<file path="config.mk">
export PLATFORM = sky130hd
export DESIGN_NAME = fan_off_timer_flat
export DESIGN_NICKNAME = d
export VERILOG_FILES = /design/src/rtl/fan_off_timer_pkg.sv /design/src/rtl/fan_off_timer_if.sv /design/src/rtl/fan_off_timer_sec_tick_gen.sv /design/src/rtl/fan_off_timer.sv /design/src/flat_wrapper.sv
export SDC_FILE = /design/constraint.sdc
export NUM_CORES = 1
export LEC_CHECK = 0
export BUFFER_PORTS_ARGS = -buffer_cell sky130_fd_sc_hd__clkbuf_2
export CELL_PAD_IN_SITES_DETAIL_PLACEMENT = 0
export CELL_PAD_IN_SITES_GLOBAL_PLACEMENT = 1
export CORE_MARGIN = 2
export CORE_UTILIZATION = 50
export DETAILED_ROUTE_END_ITERATION = 8
export PLACE_DENSITY_LB_ADDON = 0.1
export SKIP_CTS_REPAIR_TIMING = 1
export SLEW_MARGIN = 20
export SYNTH_ARGS = -nofsm -noshare
export SYNTH_HDL_FRONTEND = slang
export SYNTH_HIERARCHICAL = 1
export SYNTH_SLANG_ARGS = --single-unit
</file>
<file path="constraint.sdc">
create_clock -name clk -period 7.7 [get_ports clk]
set_input_delay 0.77 -clock clk [delete_from_list [all_inputs] [get_ports clk]]
set_output_delay 0.77 -clock clk [all_outputs]
set_load 0.01 [all_outputs]
</file>
<file path="src/rtl/fan_off_timer_pkg.sv">
// Shared definitions for the fan auto-off timer: state encodings, LED one-hot
// constants and output widths. The fan power stage uses the same encodings.
package fan_off_timer_pkg;

    localparam int unsigned REMAIN_W = 10;
    localparam int unsigned LED_W    = 3;

    // Timer states; the numeric value doubles as the preset index.
    typedef enum logic [1:0] {
        TMR_OFF  = 2'd0,
        TMR_ARM1 = 2'd1,
        TMR_ARM2 = 2'd2,
        TMR_ARM3 = 2'd3
    } tmr_state_e;

    localparam logic [LED_W-1:0] LED_OFF = 3'b000;
    localparam logic [LED_W-1:0] LED_T1  = 3'b001;
    localparam logic [LED_W-1:0] LED_T2  = 3'b010;
    localparam logic [LED_W-1:0] LED_T3  = 3'b100;

    // Preset indicator for a given timer state.
    function automatic logic [LED_W-1:0] led_of(input tmr_state_e s);
        logic [LED_W-1:0] led;
        case (s)
            TMR_ARM1: led = LED_T1;
            TMR_ARM2: led = LED_T2;
            TMR_ARM3: led = LED_T3;
            default:  led = LED_OFF;
        endcase
        return led;
    endfunction

endpackage

</file>
<file path="src/rtl/fan_off_timer_if.sv">
// Timer control/status bundle between the button/motor side and the timer.
//   btn_pe     : debounced button rising-edge pulse (1 cycle)
//   motor_run  : power stage is not IDLE
//   timer_end  : 1-cycle expiry pulse to the power stage
//   led_timer  : one-hot preset indicator
//   remain_sec : seconds remaining, 0 when off
interface fan_off_timer_if;
    import fan_off_timer_pkg::*;

    logic                btn_pe;
    logic                motor_run;
    logic                timer_end;
    logic [LED_W-1:0]    led_timer;
    logic [REMAIN_W-1:0] remain_sec;

    modport master (
        output btn_pe,
        output motor_run,
        input  timer_end,
        input  led_timer,
        input  remain_sec
    );

    modport slave (
        input  btn_pe,
        input  motor_run,
        output timer_end,
        output led_timer,
        output remain_sec
    );

endinterface

</file>
<file path="src/rtl/fan_off_timer_sec_tick_gen.sv">
// One-second prescaler: counts 0..CLK_HZ-1 while enabled and flags the wrap.
//   clk, reset_n : clock, async active-low reset
//   clr          : synchronous clear (wins over en)
//   en           : count enable
//   tick_c       : combinational, high in the last cycle of each second
module sec_tick_gen #(
    parameter int unsigned CLK_HZ = 100_000_000
) (
    input  logic clk,
    input  logic reset_n,
    input  logic clr,
    input  logic en,
    output logic tick_c
);

    localparam int unsigned     CNT_W   = (CLK_HZ > 1) ? $clog2(CLK_HZ) : 1;
    localparam logic [CNT_W-1:0] CNT_MAX = CNT_W'(CLK_HZ - 1);

    logic [CNT_W-1:0] cnt_q;

    // Prescaler register.
    always_ff @(posedge clk or negedge reset_n) begin
        if (!reset_n) begin
            cnt_q <= '0;
        end else if (clr) begin
            cnt_q <= '0;
        end else if (en) begin
            cnt_q <= (cnt_q == CNT_MAX) ? '0 : cnt_q + CNT_W'(1);
        end
    end

    assign tick_c = en && (cnt_q == CNT_MAX);

endmodule

</file>
<file path="src/rtl/fan_off_timer.sv">
// Fan auto-off countdown: button cycles OFF->T1->T2->T3->OFF while the motor
// runs, counts down in seconds and pulses timer_end at zero.
//   clk, reset_n : clock, async active-low reset
//   bus (slave)  : btn_pe, motor_run in; timer_end, led_timer, remain_sec out
module fan_off_timer
    import fan_off_timer_pkg::*;
#(
    parameter int unsigned CLK_HZ = 100_000_000,
    parameter int unsigned T1_SEC = 60,
    parameter int unsigned T2_SEC = 180,
    parameter int unsigned T3_SEC = 300
) (
    input  logic            clk,
    input  logic            reset_n,
    fan_off_timer_if.slave  bus
);

    localparam logic [REMAIN_W-1:0] PRESET1 = REMAIN_W'(T1_SEC);
    localparam logic [REMAIN_W-1:0] PRESET2 = REMAIN_W'(T2_SEC);
    localparam logic [REMAIN_W-1:0] PRESET3 = REMAIN_W'(T3_SEC);

    tmr_state_e          state_q, state_d;
    logic [REMAIN_W-1:0] remain_q, remain_d;
    logic [LED_W-1:0]    led_q;
    logic                end_q, end_d;
    logic                load_c;
    logic                tick_c;
    logic                presc_clr_c;
    logic                presc_en_c;

    // The prescaler restarts on every preset load so the first second is full.
    assign presc_en_c  = (state_q != TMR_OFF) && bus.motor_run;
    assign presc_clr_c = load_c || (state_q == TMR_OFF);

    sec_tick_gen #(
        .CLK_HZ (CLK_HZ)
    ) u_sec_tick_gen (
        .clk     (clk),
        .reset_n (reset_n),
        .clr     (presc_clr_c),
        .en      (presc_en_c),
        .tick_c  (tick_c)
    );

    // State, countdown and output registers.
    always_ff @(posedge clk or negedge reset_n) begin
        if (!reset_n) begin
            state_q  <= TMR_OFF;
            remain_q <= '0;
            led_q    <= LED_OFF;
            end_q    <= 1'b0;
        end else begin
            state_q  <= state_d;
            remain_q <= remain_d;
            led_q    <= led_of(state_d);
            end_q    <= end_d;
        end
    end

    // Next state; priority is motor stop > expiry > button > plain tick.
    always_comb begin
        state_d  = state_q;
        remain_d = remain_q;
        end_d    = 1'b0;
        load_c   = 1'b0;
        if (state_q != TMR_OFF) begin
            if (!bus.motor_run) begin
                state_d  = TMR_OFF;
                remain_d = '0;
            end else if (tick_c && (remain_q == REMAIN_W'(1))) begin
                state_d  = TMR_OFF;
                remain_d = '0;
                end_d    = 1'b1;
            end else if (bus.btn_pe) begin
                case (state_q)
                    TMR_ARM1: begin
                        state_d  = TMR_ARM2;
                        remain_d = PRESET2;
                        load_c   = 1'b1;
                    end
                    TMR_ARM2: begin
                        state_d  = TMR_ARM3;
                        remain_d = PRESET3;
                        load_c   = 1'b1;
                    end
                    default: begin
                        state_d  = TMR_OFF;
                        remain_d = '0;
                    end
                endcase
            end else if (tick_c && (remain_q != '0)) begin
                remain_d = remain_q - REMAIN_W'(1);
            end
        end else if (bus.btn_pe && bus.motor_run) begin
            state_d  = TMR_ARM1;
            remain_d = PRESET1;
            load_c   = 1'b1;
        end
    end

    assign bus.timer_end  = end_q;
    assign bus.led_timer  = led_q;
    assign bus.remain_sec = remain_q;

endmodule
</file>
<file path="src/flat_wrapper.sv">
// flat-port wrapper written by rule: the top's interface ports become plain ports
module fan_off_timer_flat import fan_off_timer_pkg::*;
#(
    parameter int unsigned CLK_HZ = 100_000_000,
    parameter int unsigned T1_SEC = 60,
    parameter int unsigned T2_SEC = 180,
    parameter int unsigned T3_SEC = 300
)
  (clk, reset_n, bus_btn_pe, bus_motor_run, bus_timer_end, bus_led_timer, bus_remain_sec);
  fan_off_timer_if bus_i ();
  input  logic clk;
  input  logic reset_n;
  input wire logic [$bits(bus_i.btn_pe)-1:0] bus_btn_pe;
  input wire logic [$bits(bus_i.motor_run)-1:0] bus_motor_run;
  output wire logic [$bits(bus_i.timer_end)-1:0] bus_timer_end;
  output wire logic [$bits(bus_i.led_timer)-1:0] bus_led_timer;
  output wire logic [$bits(bus_i.remain_sec)-1:0] bus_remain_sec;
  assign bus_i.btn_pe = bus_btn_pe;
  assign bus_i.motor_run = bus_motor_run;
  assign bus_timer_end = bus_i.timer_end;
  assign bus_led_timer = bus_i.led_timer;
  assign bus_remain_sec = bus_i.remain_sec;
  fan_off_timer #(.CLK_HZ(CLK_HZ), .T1_SEC(T1_SEC), .T2_SEC(T2_SEC), .T3_SEC(T3_SEC)) u_core (.clk(clk), .reset_n(reset_n), .bus(bus_i));
endmodule
</file>
# Word-level counts from Yosys, hierarchy flattened
# Cells that the tools add are included.
# op_classes
shifts	0
addsub	2
n_bitwise	0
n_lt_le_gt_ge	0
multipliers	0
eq_ne	8
n_mux	26
reduce_logical	13
div_mod_pow	0
# op_table
cell	n
27-bit two-way mux	3
10-bit two-way mux	6
27-bit by 1-bit adder with 27-bit output, second input constant	1
27-bit == test, second input constant	1
9-bit one-hot mux with 2 select lines	1
10-bit by 1-bit == test with 1-bit output, second input constant	1
2-bit two-way mux	5
10-bit nonzero test	1
10-bit by 1-bit subtractor with 10-bit output, second input constant	1
1-bit two-way mux	9
3-bit one-hot mux with 3 select lines	1
2-bit == test, second input constant	3
2-bit nonzero test	3
1-bit logical AND	5
5-bit != test, second input constant	1
2-bit by 1-bit == test with 1-bit output, second input constant	2
2-bit one-hot mux with 2 select lines	1
2-bit logical NOT	1
2-bit AND reduction	1
2-bit OR reduction	1
1-bit logical OR	1
# totals
latchBits	0
input_bits	4
memories	0
ramBits	0
out_inout_bits	14
wordCells	54
mem_bits_ro	0
reg_bits	43

# Depth between registers and ports, before layout
# Gate-level depths: netlist (run 1).
# depth
depth_word	9
mapped_depth	15
mapped_depth_nobuf	13

# Cells and area by module
# The synthesis (run 1) kept the hierarchy.
# modules_own_cells
module	n_inst	seq_area_each_um2	cells_per_inst	area_each_um2
sec_tick_gen	1	675.6	166	1574.0
fan_off_timer	1	400.4	117	1121.1

# Least setup slack after synthesis (run 1)
# Ideal clock, no wire load.
# synth_timing
path_type	flip-flop to flip-flop
from	register u_core.state_q[0]
to	register u_core.u_sec_tick_gen.cnt_q[15]
arrival_time_ns	3.179
slack_ns	4.391
period_less_slack_ns	3.309
n_path_buf	2
setup_time_ns	0.130
path_stages_with_launch	16
t_required_ns	7.570
cell_sequence	dfrtp_1 > inv_1 > ha_1 > clkbuf_2 > nand2b_1 > inv_1 > buf_4 > and2_1 > or4bb_1 > o31ai_4 > o21ai_0 > nor2_1 > nor3_2 > nand4_1 > xor2_1 > nor2_1
# synth_via
elab_chain_cells	9
word_cells_on_any_way	16
classes_between	eq/ne (2); mux (6); reduce/logical (8)
# synth_rtl
item	line	rtl
from (decl)	fan_off_timer.sv:22	tmr_state_e state_q, state_d;
from (signal assigned)	fan_off_timer.sv:53	state_q <= state_d;
2-bit nonzero test *	fan_off_timer.sv:32	assign presc_en_c = (state_q != TMR_OFF) && bus.motor_run;
1-bit logical AND *	fan_off_timer.sv:32	
net u_core.presc_en_c	fan_off_timer.sv:29	logic presc_en_c;
1-bit logical AND *	fan_off_timer_sec_tick_gen.sv:32	assign tick_c = en && (cnt_q == CNT_MAX);
net u_core.tick_c	fan_off_timer.sv:27	logic tick_c;
1-bit logical AND *	fan_off_timer.sv:70	end else if (tick_c && (remain_q == REMAIN_W'(1))) begin
1-bit two-way mux *	fan_off_timer.sv:70	
1-bit two-way mux *	fan_off_timer.sv:67	if (!bus.motor_run) begin
1-bit two-way mux *	fan_off_timer.sv:66	if (state_q != TMR_OFF) begin
1-bit logical OR *	fan_off_timer.sv:33	assign presc_clr_c = load_c || (state_q == TMR_OFF);
net u_core.presc_clr_c	fan_off_timer.sv:28	logic presc_clr_c;
27-bit two-way mux or 2-bit nonzero test (tied branches)	n/a	
to (signal assigned)	fan_off_timer_sec_tick_gen.sv:28	cnt_q <= (cnt_q == CNT_MAX) ? '0 : cnt_q + CNT_W'(1);
to (decl)	fan_off_timer_sec_tick_gen.sv:19	logic [CNT_W-1:0] cnt_q;
# Mark *: on every way through the listed nets, which the timed path passes. The rest lies on a longest branch.
# A chain may end at the register's enable or synchronous reset.

# Final worst setup path (run 1)
# layout_timing
from	register u_core.state_q[0]
to	register u_core.u_sec_tick_gen.cnt_q[20]
# The elaborated chain is that of the path after synthesis.

==> results of run 1 <==
power groups by stage:
stage	combinational, mW	sequential [mW]	clock, mW
2_1_floorplan	0.233	0.296	0
3_3_place_gp	0.311	0.305	0
3_5_place_dp	0.308	0.306	0
4_1_cts	0.310	0.301	0.162
5_1_grt	0.342	0.308	0.172
6_report	0.311	0.301	0.156
through the flow:
| stage | worst slack, ns | util [%] |
|---|---|---|
| 3_3_place_gp | 3.80 | 55.0 |
| 5_1_grt | 3.42 | 57.1 |
| 6_report | 3.71 | 57.1 |
| 3_5_place_dp | 3.70 | 55.0 |
| 2_1_floorplan | 4.39 | - |
| 4_1_cts | 3.73 | 56.9 |
layer usage:
| layer | up-vias | global-route usage [%] |
|---|---|---|
| met5 | - | 0 |
| met4 | 0 | 5.54 |
| met3 | 4 | 3.60 |
| met2 | 61 | 29.0 |
| met1 | 1098 | 36.5 |
| li1 | 1094 | - |
flip-flops by register name, summed over array words and instances (netlist names):
| name | cells |
|---|---|
| u_core/state_q | 2 |
| u_core/u_sec_tick_gen/cnt_q | 27 |
| u_core/bus.timer_end | 1 |
| u_core/bus.remain_sec | 10 |
| u_core/bus.led_timer | 3 |
kinds of logic (layout without fill, tap and decap cells):
logic type               Yosys count  in the layout
AND/OR/NAND/NOR                  136            136
AO/OA/AOI/OAI                     56             56
adder cells (fa/ha/maj)            6              6
XOR/XNOR                          17             17
flip-flops                        43             43
buffers and inverters             20             38
multiplexers                       5              5
placed cells by master, fill, tap and decap left out, drive strengths merged, types with 2 or more instances in the layout:
cell	n
a21boi	3
a21oi	5
a22oi	2
a311oi	2
a31oi	6
a32o	4
a41oi	2
and2	8
and2b	2
and3	3
and4	6
buf	3
clkbuf	24
dfrtp	43
ha	6
inv	11
mux2i	4
nand2	18
nand2b	3
nand3	11
nand4	14
nor2	31
nor2b	4
nor3	6
nor3b	7
nor4	5
nor4b	4
nor4bb	2
o21ai	17
o22a	2
o31ai	2
o41ai	2
or2	2
or3	2
or4	3
xnor2	3
xor2	14
worst max path at each step:
stage / end / slack (ns)
after detailed placement: u_core/u_sec_tick_gen/cnt_q[21] / 3.70
final: u_core/u_sec_tick_gen/cnt_q[20] / 3.71
after global routing: u_core/u_sec_tick_gen/cnt_q[21] / 3.42
after global placement: u_core/u_sec_tick_gen/cnt_q[21] / 3.80
after CTS: u_core/u_sec_tick_gen/cnt_q[20] / 3.73
after floorplan: u_core/u_sec_tick_gen/cnt_q[15] / 4.39
layout make-up:
class,count,share of cell area [%]
inverter,11,1.41
tap,70,2.99
timing repair buffer,19,3.50
clock buffer,8,3.41
multi-input combinational,220,52.0
sequential,43,36.7
worst reg2reg max path: stages, from the launching register on:
cell and delay, ns:
dfrtp_1 0.39, inv_1 0.08, ha_1 0.30, nand2b_1 0.23
inv_1 0.35, and2_1 0.35, or4bb_1 0.59, o31ai_4 0.33
o21ai_0 0.16, buf_4 0.21, nor2_1 0.34, nor2_1 0.16
nand4_1 0.14, xor2_1 0.17, nor2_1 0.06
==> reports/metrics.csv, run 1 <==
stage,metric,value,unit
place,io_buffers,17,
worst_setup_path,regToRegStartpoint,u_core/state_q[0],
place,gp_congestion,0.915,
worst_setup_path,startpoint,u_core/state_q[0],
route,met1_length,3.29,mm
route,post_drt_wl_per_cell,16.7,um
synth,synth.most_common_cell,dfrtp_1,
timing,fin_skew,0.00670,ns
worst_setup_path,ff2ff_setup_slack,3.71,ns
synth,synth-simple-area-share,30.5,%
global_route,grt_pass1_vias,2072,
synth,synthArstFlopShare,100,%
global_route,grt_first_pass_wirelength,10.5,mm
synth,synth_compound_area_share,15.8,%
worst_setup_path,crit_path_end_kind,register,
synth,synthAdderAreaFrac,2.79,%
worst_setup_path,required,7.85,ns
cells_and_area,drive_above_1_share,14.6,%
cells_and_area,multi_input_area,0.00153,sq mm
route,vias_per_cell,6.08,
global_route,grt_usage,22.0,%
worst_setup_path,crit_slowest_cell,or4bb_1,
clocking,clock_sinks,43,
timing,period_share,51.8,%
power_and_ir_drop,p_comb_share,40.5,%
synth,synth-xor-area-share,5.52,%
global_route,grt_start_max_net_pins,44,
clocking,h-tree-depth,2,
timing,rsz0062_at_grt,no,
worst_setup_path,critPathMostFrequentCell,nor2_1,
synth,yosys-top-cells-count,"43 x dfrtp_1, 31 x nor2_1, 17 x nand2_1, 14 x o21ai_0, 14 x xor2_1",
synth,ys_ff_latch,43,
route,top_layer,met4,
power_and_ir_drop,power,0.769,mW
place,dp.cells,363,
synth,synth.area.top_cells,"dfrtp_1 40%, xor2_1 4.5%, nor2_1 4.3%, ha_1 2.8%, nand4_1 2.8%",
power_and_ir_drop,irDropWorstVdd,0.150,mV
power_and_ir_drop,internal_power,0.456,mW
die,io_pins,18,
route,wl_met2,2.59,mm
cells_and_area,num-nets-final,310,
worst_setup_path,crit_family,simple AND/OR/NAND/NOR gates,
die,die_w,77.4,um
timing,hold_viol_final,0,
global_route,overflow,0,
synth,synth_top_area_share,39.9,%
clocking,cts-root-buf,clkbuf_8,
synth,syn_inst,283,
synth,synth_cell_types,67,
power_and_ir_drop,p_seq_share,39.2,%
synth,synth-edff-count,0,
synth,yosysTopAreaCell,dfrtp_1,
power_and_ir_drop,p_per_area,262,mW/mm^2
synth,synthMuxAreaShare,1.90,%
worst_setup_path,rr_endpoint,u_core/u_sec_tick_gen/cnt_q[20],
clocking,clk_latency,0.29,ns
route,drt_wl_total,6.21,mm
clocking,clockBufferDepth,2,
timing,setup_viol,0,
synth,ys_seq_area_share,39.9,%
die,die_area,0.00599,sq mm
worst_setup_path,cp_slowest_stage_delay,0.59,ns
job,maxCapViolations,0,
route,dr_total_vias,2257,
worst_setup_path,path_max_fanout,17,
worst_setup_path,critPathBufInv,3,
timing,slew_violations,0,
worst_setup_path,worst_setup_path_start_kind,register,
timing,clock.fmax,250,MHz
place,hpwl,4.45,mm
hold_path,hold_path_class,input port to asynchronous set/reset pin,
route,firstDrtPassIters,4,
clocking,clkTransAtPathRegs,0.08,ns
power_and_ir_drop,p_leak,1.24,nW
route,drtIter0Drc,253,
synth,yosysWarningCount,6,
cells_and_area,insertedDiodeCount,0,
place,postPlaceCellArea,0.00283,sq mm
die,rows,26,
cells_and_area,design_area,0.00293,sq mm
timing,finalCriticalPeriod,3.99,ns
timing,tightest_slew,1.00,ns
synth,synth_fp_nets,293,
worst_setup_path,crit_arrival,4.14,ns
cells_and_area,nFillCells,491,
worst_setup_path,crit_type,register to register,
power_and_ir_drop,clkPwrFrac,20.3,%
synth,synthFlopType,dfrtp_1,
route,detail-route-antenna-nets,0,
power_and_ir_drop,power.switching,0.313,mW
die,start_util,52.4,%
outcome,status,"finished, final reports clean",
cells_and_area,regArea,0.00108,sq mm
power_and_ir_drop,switching_share,40.7,%
cells_and_area,synthToLayoutAreaGrowth,8.82,%
die,core_area,0.00514,sq mm
clocking,cts_tree,built,
synth,synth_top_family_by_area,simple AND/OR/NAND/NOR gates,
synth,syn-cell-area,0.00270,sq mm
cells_and_area,stdcell_count,371,
timing,timing.hold.ws,0.448,ns
worst_setup_path,worst_r2r_path_depth,14,
worst_setup_path,path_cells,inv_1 -> ha_1 -> nand2b_1 -> inv_1 -> and2_1 -> or4bb_1 -> o31ai_4 -> o21ai_0 -> buf_4 -> nor2_1 -> nor2_1 -> nand4_1 -> xor2_1 -> nor2_1,
worst_setup_path,cp.depth,14,
timing,slew_headroom,32.4,%
route,drc,0,
timing,setup_tns,0,ns
die,die_h,77.4,um
clocking,numCtsBuffers,5,
synth,postSynthAreaPerCell,9.52,sq um
global_route,antenna_found_initial,0,
route,wl_met3,285,um
Note: power is estimated with default switching activity, not from simulation.
==> run 2, diff against run 1 <==
--- a/config.mk
+++ b/config.mk
@@ -5,11 +5,12 @@
 export SDC_FILE = /design/constraint.sdc
 export NUM_CORES = 1
 export LEC_CHECK = 0
+export ABC_AREA = 1
 export BUFFER_PORTS_ARGS = -buffer_cell sky130_fd_sc_hd__clkbuf_2
 export CELL_PAD_IN_SITES_DETAIL_PLACEMENT = 0
 export CELL_PAD_IN_SITES_GLOBAL_PLACEMENT = 1
 export CORE_MARGIN = 2
-export CORE_UTILIZATION = 50
+export CORE_UTILIZATION = 40
 export DETAILED_ROUTE_END_ITERATION = 8
 export PLACE_DENSITY_LB_ADDON = 0.1
 export SKIP_CTS_REPAIR_TIMING = 1
==> constraint.sdc (replaced) <==
create_clock -name clk -period 3.65 [get_ports clk]
set_input_delay 0.365 -clock clk [delete_from_list [all_inputs] [get_ports clk]]
set_output_delay 0.365 -clock clk [all_outputs]
set_load 0.01 [all_outputs]
==> reports/metrics.csv, run 2 <==
stage,metric,value,unit
cells_and_area,largest_register_ffs,27,
route,vias_per_cell,5.10,
route,post_drt_wl_per_cell,14.2,um
die,core_area,0.00683,sq mm
power_and_ir_drop,switching_share,46.6,%
cells_and_area,nFillCells,752,
global_route,grt_start_max_net_pins,44,
route,dr_total_vias,2692,
timing,setup_viol,0,
global_route,grt_pass1_vias,2740,
route,firstDrtPassIters,4,
worst_setup_path,crit_type,register to register,
timing,slew_headroom,60.3,%
synth,yosys-top-cells-count,"114 x nand2_1, 73 x nor2_1, 43 x dfrtp_1, 41 x inv_1, 35 x nand3_1",
power_and_ir_drop,power.switching,0.856,mW
power_and_ir_drop,internal_power,0.980,mW
cells_and_area,num-nets-final,441,
die,start_util,41.4,%
cells_and_area,design_area,0.00311,sq mm
timing,tightest_slew,0.590,ns
synth,ys_ff_latch,43,
power_and_ir_drop,p_leak,1.41,nW
timing,clock.fmax,329,MHz
clocking,cts-root-buf,clkbuf_8,
synth,synth_top_area_share,38.0,%
worst_setup_path,worst_setup_path_start_kind,register,
die,io_pins,18,
worst_setup_path,crit_slowest_cell,dfrtp_1,
hold_path,hold_path_class,input port to asynchronous set/reset pin,
clocking,clkTransAtPathRegs,0.09,ns
synth,synth-edff-count,0,
die,die_area,0.00776,sq mm
synth,ys_seq_area_share,38.0,%
clocking,clockBufferDepth,2,
clocking,clock_sinks,43,
timing,hold_viol_final,0,
power_and_ir_drop,irDropWorstVdd,0.329,mV
synth,postSynthAreaPerCell,6.90,sq um
place,pre_cts_ws,0.618,ns
global_route,grt_usage,21.4,%
timing,period_share,83.2,%
timing,finalCriticalPeriod,3.04,ns
die,die_h,88.1,um
synth,syn_inst,410,
die,rows,30,
route,drtIter0Drc,119,
route,drc,0,
timing,rsz0062_at_grt,no,
die,die_w,88.1,um
power_and_ir_drop,p_per_area,589,mW/mm^2
synth,synthFlopType,dfrtp_1,
global_route,overflow,0,
global_route,grt_first_pass_wirelength,12.8,mm
synth,yosysWarningCount,6,
cells_and_area,drive_above_1_share,12.7,%
place,hpwl,5.69,mm
worst_setup_path,path_cells,inv_1 -> ha_1 -> nor2_4 -> inv_1 -> nor3_1 -> nand2_1 -> inv_1 -> nand3_2 -> nor2_4 -> o21ai_0 -> nor2_1 -> buf_4 -> nor2_1 -> nand2_1 -> inv_1 -> nand2_1 -> inv_1 -> a21oi_1 -> nor2_1,
route,drt_wl_total,7.49,mm
worst_setup_path,required,3.85,ns
power_and_ir_drop,p_comb_share,47.3,%
synth,synth_cell_types,31,
cells_and_area,top_register,u_core/u_sec_tick_gen/cnt_q,
place,gp_congestion,0.859,
worst_setup_path,crit_arrival,3.23,ns
worst_setup_path,path_max_fanout,16,
timing,layout_setup_ws,0.615,ns
cells_and_area,insertedDiodeCount,0,
job,maxCapViolations,0,
global_route,antenna_found_initial,0,
timing,fin_skew,0.00829,ns
place,io_buffers,17,
synth,synth.area.top_cells,"dfrtp_1 38%, nand2_1 15%, nor2_1 9.7%, nand3_1 6.2%, inv_1 5.4%",
place,postPlaceCellArea,0.00301,sq mm
route,detail-route-antenna-nets,0,
power_and_ir_drop,clkPwrFrac,18.7,%
synth,synthArstFlopShare,100,%
worst_setup_path,crit_path_end_kind,register,
cells_and_area,synthToLayoutAreaGrowth,10.0,%
power_and_ir_drop,p_seq_share,34.0,%
clocking,numCtsBuffers,5,
worst_setup_path,critPathBufInv,6,
clocking,cts_tree,built,
synth,syn-cell-area,0.00283,sq mm
synth,synth_fp_nets,420,
worst_setup_path,cp_slowest_stage_delay,0.38,ns
worst_setup_path,critPathMostFrequentCell,inv_1,
clocking,clk_latency,0.30,ns
cells_and_area,mostFrequentLayoutCells,"114 x nand2_1, 73 x nor2_1, 43 x dfrtp_1, 41 x inv_1, 35 x nand3_1",
cells_and_area,layout_commonest_cell,nand2_1,
synth,synth.most_common_cell,nand2_1,
worst_setup_path,crit_family,simple AND/OR/NAND/NOR gates,
clocking,h-tree-depth,2,
timing,slew_violations,0,
synth,yosysTopAreaCell,dfrtp_1,
outcome,status,"finished, final reports clean",
timing,setup_tns,0,ns
## run 2: cell count changes after synthesis, moves of 6 or more
cell,before,now
nand2_1,17,114
and4_1,6,0
xor2_1,14,1
nor3b_1,6,0
and2_1,7,0
nor3_1,5,11
inv_1,11,41
nand3_1,11,35
nand2_2,1,7
nor2_1,31,73
a31oi_1,6,0
## run 2: worst paths after layout
kind,start,end,slack [ns],depth (start not counted)
max,u_core/state_q[0],u_core/u_sec_tick_gen/cnt_q[26],0.61,19
max reg2reg,u_core/state_q[0],u_core/u_sec_tick_gen/cnt_q[26],0.61,19
min in group clk,bus_motor_run,u_core/bus.timer_end,0.40,3
min reg2reg,u_core/u_sec_tick_gen/cnt_q[1],u_core/u_sec_tick_gen/cnt_q[1],0.54,2
min,reset_n,u_core/u_sec_tick_gen/cnt_q[7],0.14,2
max in group asynchronous,reset_n,u_core/bus.remain_sec[3],3.10,2
## run 2: layout make-up
| class | count | area, sq um | area share (%) |
|---|---|---|---|
| clock buffer | 8 | 100 | 3.21 |
| inverter | 45 | 171 | 5.50 |
| timing repair buffer | 19 | 100 | 3.21 |
| multi-input combinational | 317 | 1550 | 49.7 |
| tap | 96 | 120 | 3.86 |
| sequential | 43 | 1080 | 34.6 |
## run 2: power groups by stage
stage / combinational [mW] / clock, mW / sequential (mW)
global route: 0.981 / 0.378 / 0.638
global placement: 0.868 / 0 / 0.633
CTS: 0.872 / 0.357 / 0.626
detailed placement: 0.870 / 0 / 0.635
finish: 0.868 / 0.343 / 0.624
floorplan: 0.640 / 0 / 0.642
## run 2: worst register-to-register path: stages, from the launching register on
cell     delay (ns)
dfrtp_1        0.38
inv_1          0.09
ha_1           0.29
nor2_4         0.19
inv_1          0.07
nor3_1         0.29
nand2_1        0.11
inv_1          0.08
nand3_2        0.08
nor2_4         0.17
o21ai_0        0.16
nor2_1         0.13
buf_4          0.21
nor2_1         0.09
nand2_1        0.17
inv_1          0.09
nand2_1        0.11
inv_1          0.06
a21oi_1        0.12
nor2_1         0.06
## run 2: cells by family after synthesis
group                      synth area share (%)
DFF                                        38.0
xor gates and xnor gates                  0.929
adders and majority gates                  2.65
AOI/OAI and AO/OA                          8.22
buffers and inverters                      7.34
and+or+nand+nor                            42.8
## run 2: layer usage
metal / routed length, um / vias to the layer above / track usage, %
met5: 0 / - / 0
met4: 195 / 0 / 9.37
met3: 210 / 18 / 3.77
met2: 3750 / 61 / 38.1
met1: 3330 / 1248 / 25.3
li1: - / 1365 / -
## run 2: through the flow
step	power [mW]	hold slack [ns]	util (%)	std cells
2_1_floorplan	1.28	0.0694	-	410
3_3_place_gp	1.50	0.479	44.1	520
3_5_place_dp	1.50	0.493	44.1	520
4_1_cts	1.85	0.167	45.6	528
5_1_grt	2.00	0.201	45.6	528
6_report	1.84	0.144	45.6	528
==> run 3, diff against run 2 <==
==> constraint.sdc (replaced) <==
create_clock -name clk -period 2.5 [get_ports clk]
set_input_delay 0.25 -clock clk [delete_from_list [all_inputs] [get_ports clk]]
set_output_delay 0.25 -clock clk [all_outputs]
set_load 0.01 [all_outputs]
==> reports/metrics.csv, run 3 (synthesized netlist as in run 2, its figures left out) <==
stage,metric,value,unit
outcome,status,"finished, final reports clean",
worst_setup_path,crit_arrival,2.67,ns
global_route,grt_first_pass_wirelength,13.4,mm
timing,tightest_slew,0.515,ns
cells_and_area,nFillCells,718,
timing,hold_viol_final,0,
route,vias_per_cell,5.07,
timing,fin_skew,0.00738,ns
worst_setup_path,required,2.68,ns
global_route,grt_pass1_vias,2860,
cells_and_area,top_register,u_core/u_sec_tick_gen/cnt_q,
job,maxCapViolations,0,
die,die_h,88.1,um
route,drt_wl_total,8.12,mm
cells_and_area,insertedDiodeCount,0,
cells_and_area,largest_register_ffs,27,
route,drc,0,
clocking,cts_tree,built,
route,firstDrtPassIters,4,
power_and_ir_drop,p_per_area,825,mW/mm^2
timing,slew_headroom,65.7,%
global_route,antenna_found_initial,0,
timing,finalCriticalPeriod,2.48,ns
cells_and_area,drive_above_1_share,28.5,%
clocking,h-tree-depth,2,
clocking,numCtsBuffers,5,
power_and_ir_drop,irDropWorstVdd,0.450,mV
clocking,cts-root-buf,clkbuf_8,
route,post_drt_wl_per_cell,14.2,um
worst_setup_path,critPathBufInv,4,
worst_setup_path,crit_family,simple AND/OR/NAND/NOR gates,
worst_setup_path,crit_slowest_cell,dfrtp_1,
cells_and_area,stdcell_count,570,
die,die_w,88.1,um
worst_setup_path,crit_type,register to register,
clocking,clock_sinks,43,
worst_setup_path,path_max_fanout,6,
clocking,clk_latency,0.30,ns
place,dp.cells,552,
die,core_area,0.00683,sq mm
place,io_buffers,17,
timing,clock.fmax,402,MHz
worst_setup_path,path_cells,inv_2 -> nand4_1 -> nor3_2 -> nand3_1 -> nor3_2 -> nand2_1 -> inv_2 -> nand3_2 -> nor2_4 -> o21ai_4 -> nor2_4 -> buf_6 -> buf_6 -> nor3_2 -> o32ai_2 -> nor2_1,
cells_and_area,regArea,0.00108,sq mm
worst_setup_path,worst_setup_path_start_kind,register,
route,drtIter0Drc,154,
route,dr_total_vias,2889,
timing,layout_setup_ws,0.0155,ns
cells_and_area,mostFrequentLayoutCells,"107 x nand2_1, 66 x nor2_1, 43 x dfrtp_1, 36 x buf_4, 33 x inv_1",
clocking,clockBufferDepth,2,
worst_setup_path,crit_path_end_kind,register,
route,detail-route-antenna-nets,0,
cells_and_area,utilization,52.8,%
cells_and_area,multi_input_area,0.00170,sq mm
worst_setup_path,cp_slowest_stage_delay,0.40,ns
die,io_pins,18,
timing,timing.hold.ws,0.277,ns
die,rows,30,
die,start_util,41.4,%
cells_and_area,layout_commonest_cell,nand2_1,
place,pre_cts_ws,-0.0387,ns
hold_path,hold_path_class,input port to register,
power_and_ir_drop,p_leak,1.63,nW
timing,slew_violations,0,
global_route,grt_start_max_net_pins,28,
place,hpwl,6.12,mm
timing,setup_viol,0,
timing,period_share,99.4,%
die,die_area,0.00776,sq mm
cells_and_area,num-nets-final,483,
global_route,overflow,0,
place,gp_congestion,0.868,
cells_and_area,synthToLayoutAreaGrowth,27.4,%
timing,rsz0062_at_grt,yes,
clocking,clkTransAtPathRegs,0.09,ns
global_route,grt_usage,22.2,%
worst_setup_path,critPathMostFrequentCell,nor3_2,
## run 3: through the flow
stage	TNS (ns)	power, mW	instance area (sq um)
2_1_floorplan	0	1.88	2840
3_3_place_gp	0	2.33	3260
3_5_place_dp	-0.0540	2.32	3260
4_1_cts	-0.102	2.78	3350
5_1_grt	-2.53	3.22	3610
6_report	0	2.98	3610
## run 3: layer usage
metal  up-vias  track usage, %  wire (um)
met5         -               0          0
met4         0            3.72         50
met3         6            3.11        242
met2        49            41.9       4230
met1      1387            27.2       3590
li1       1447               -          -
## run 3: worst paths after layout
kind | startpoint | to | slack, ns | cells after the start
min reg2reg | u_core/bus.remain_sec[5] | u_core/bus.remain_sec[5] | 0.56 | 2
max reg2reg | u_core/u_sec_tick_gen/cnt_q[8] | u_core/u_sec_tick_gen/cnt_q[5] | 0.02 | 16
min in group asynchronous | reset_n | u_core/u_sec_tick_gen/cnt_q[11] | 0.45 | 2
max in group asynchronous | reset_n | u_core/u_sec_tick_gen/cnt_q[1] | 1.29 | 3
min | bus_motor_run | u_core/bus.timer_end | 0.28 | 3
max | u_core/u_sec_tick_gen/cnt_q[8] | u_core/u_sec_tick_gen/cnt_q[5] | 0.02 | 16
## run 3: report_power, final
part           leakage (nW)  internal, mW  switching [mW]
logic                  1.00         0.597            1.02
clock network        0.0412         0.196           0.255
registers             0.585         0.799           0.104
total                  1.63          1.59            1.38
## run 3: cell type report
type | count | area share (%)
repair buffers | 61 | 12.3
clock inverters | 2 | 0.347
well taps | 96 | 3.33
flip-flops and latches | 43 | 29.8
multi-input cells | 317 | 47.3
inverters | 45 | 4.89
clock buffers | 6 | 2.01
## run 3: worst min-delay path: stages
cell      delay (ns)
clkbuf_2        0.10
inv_2           0.11
nor3_1          0.07
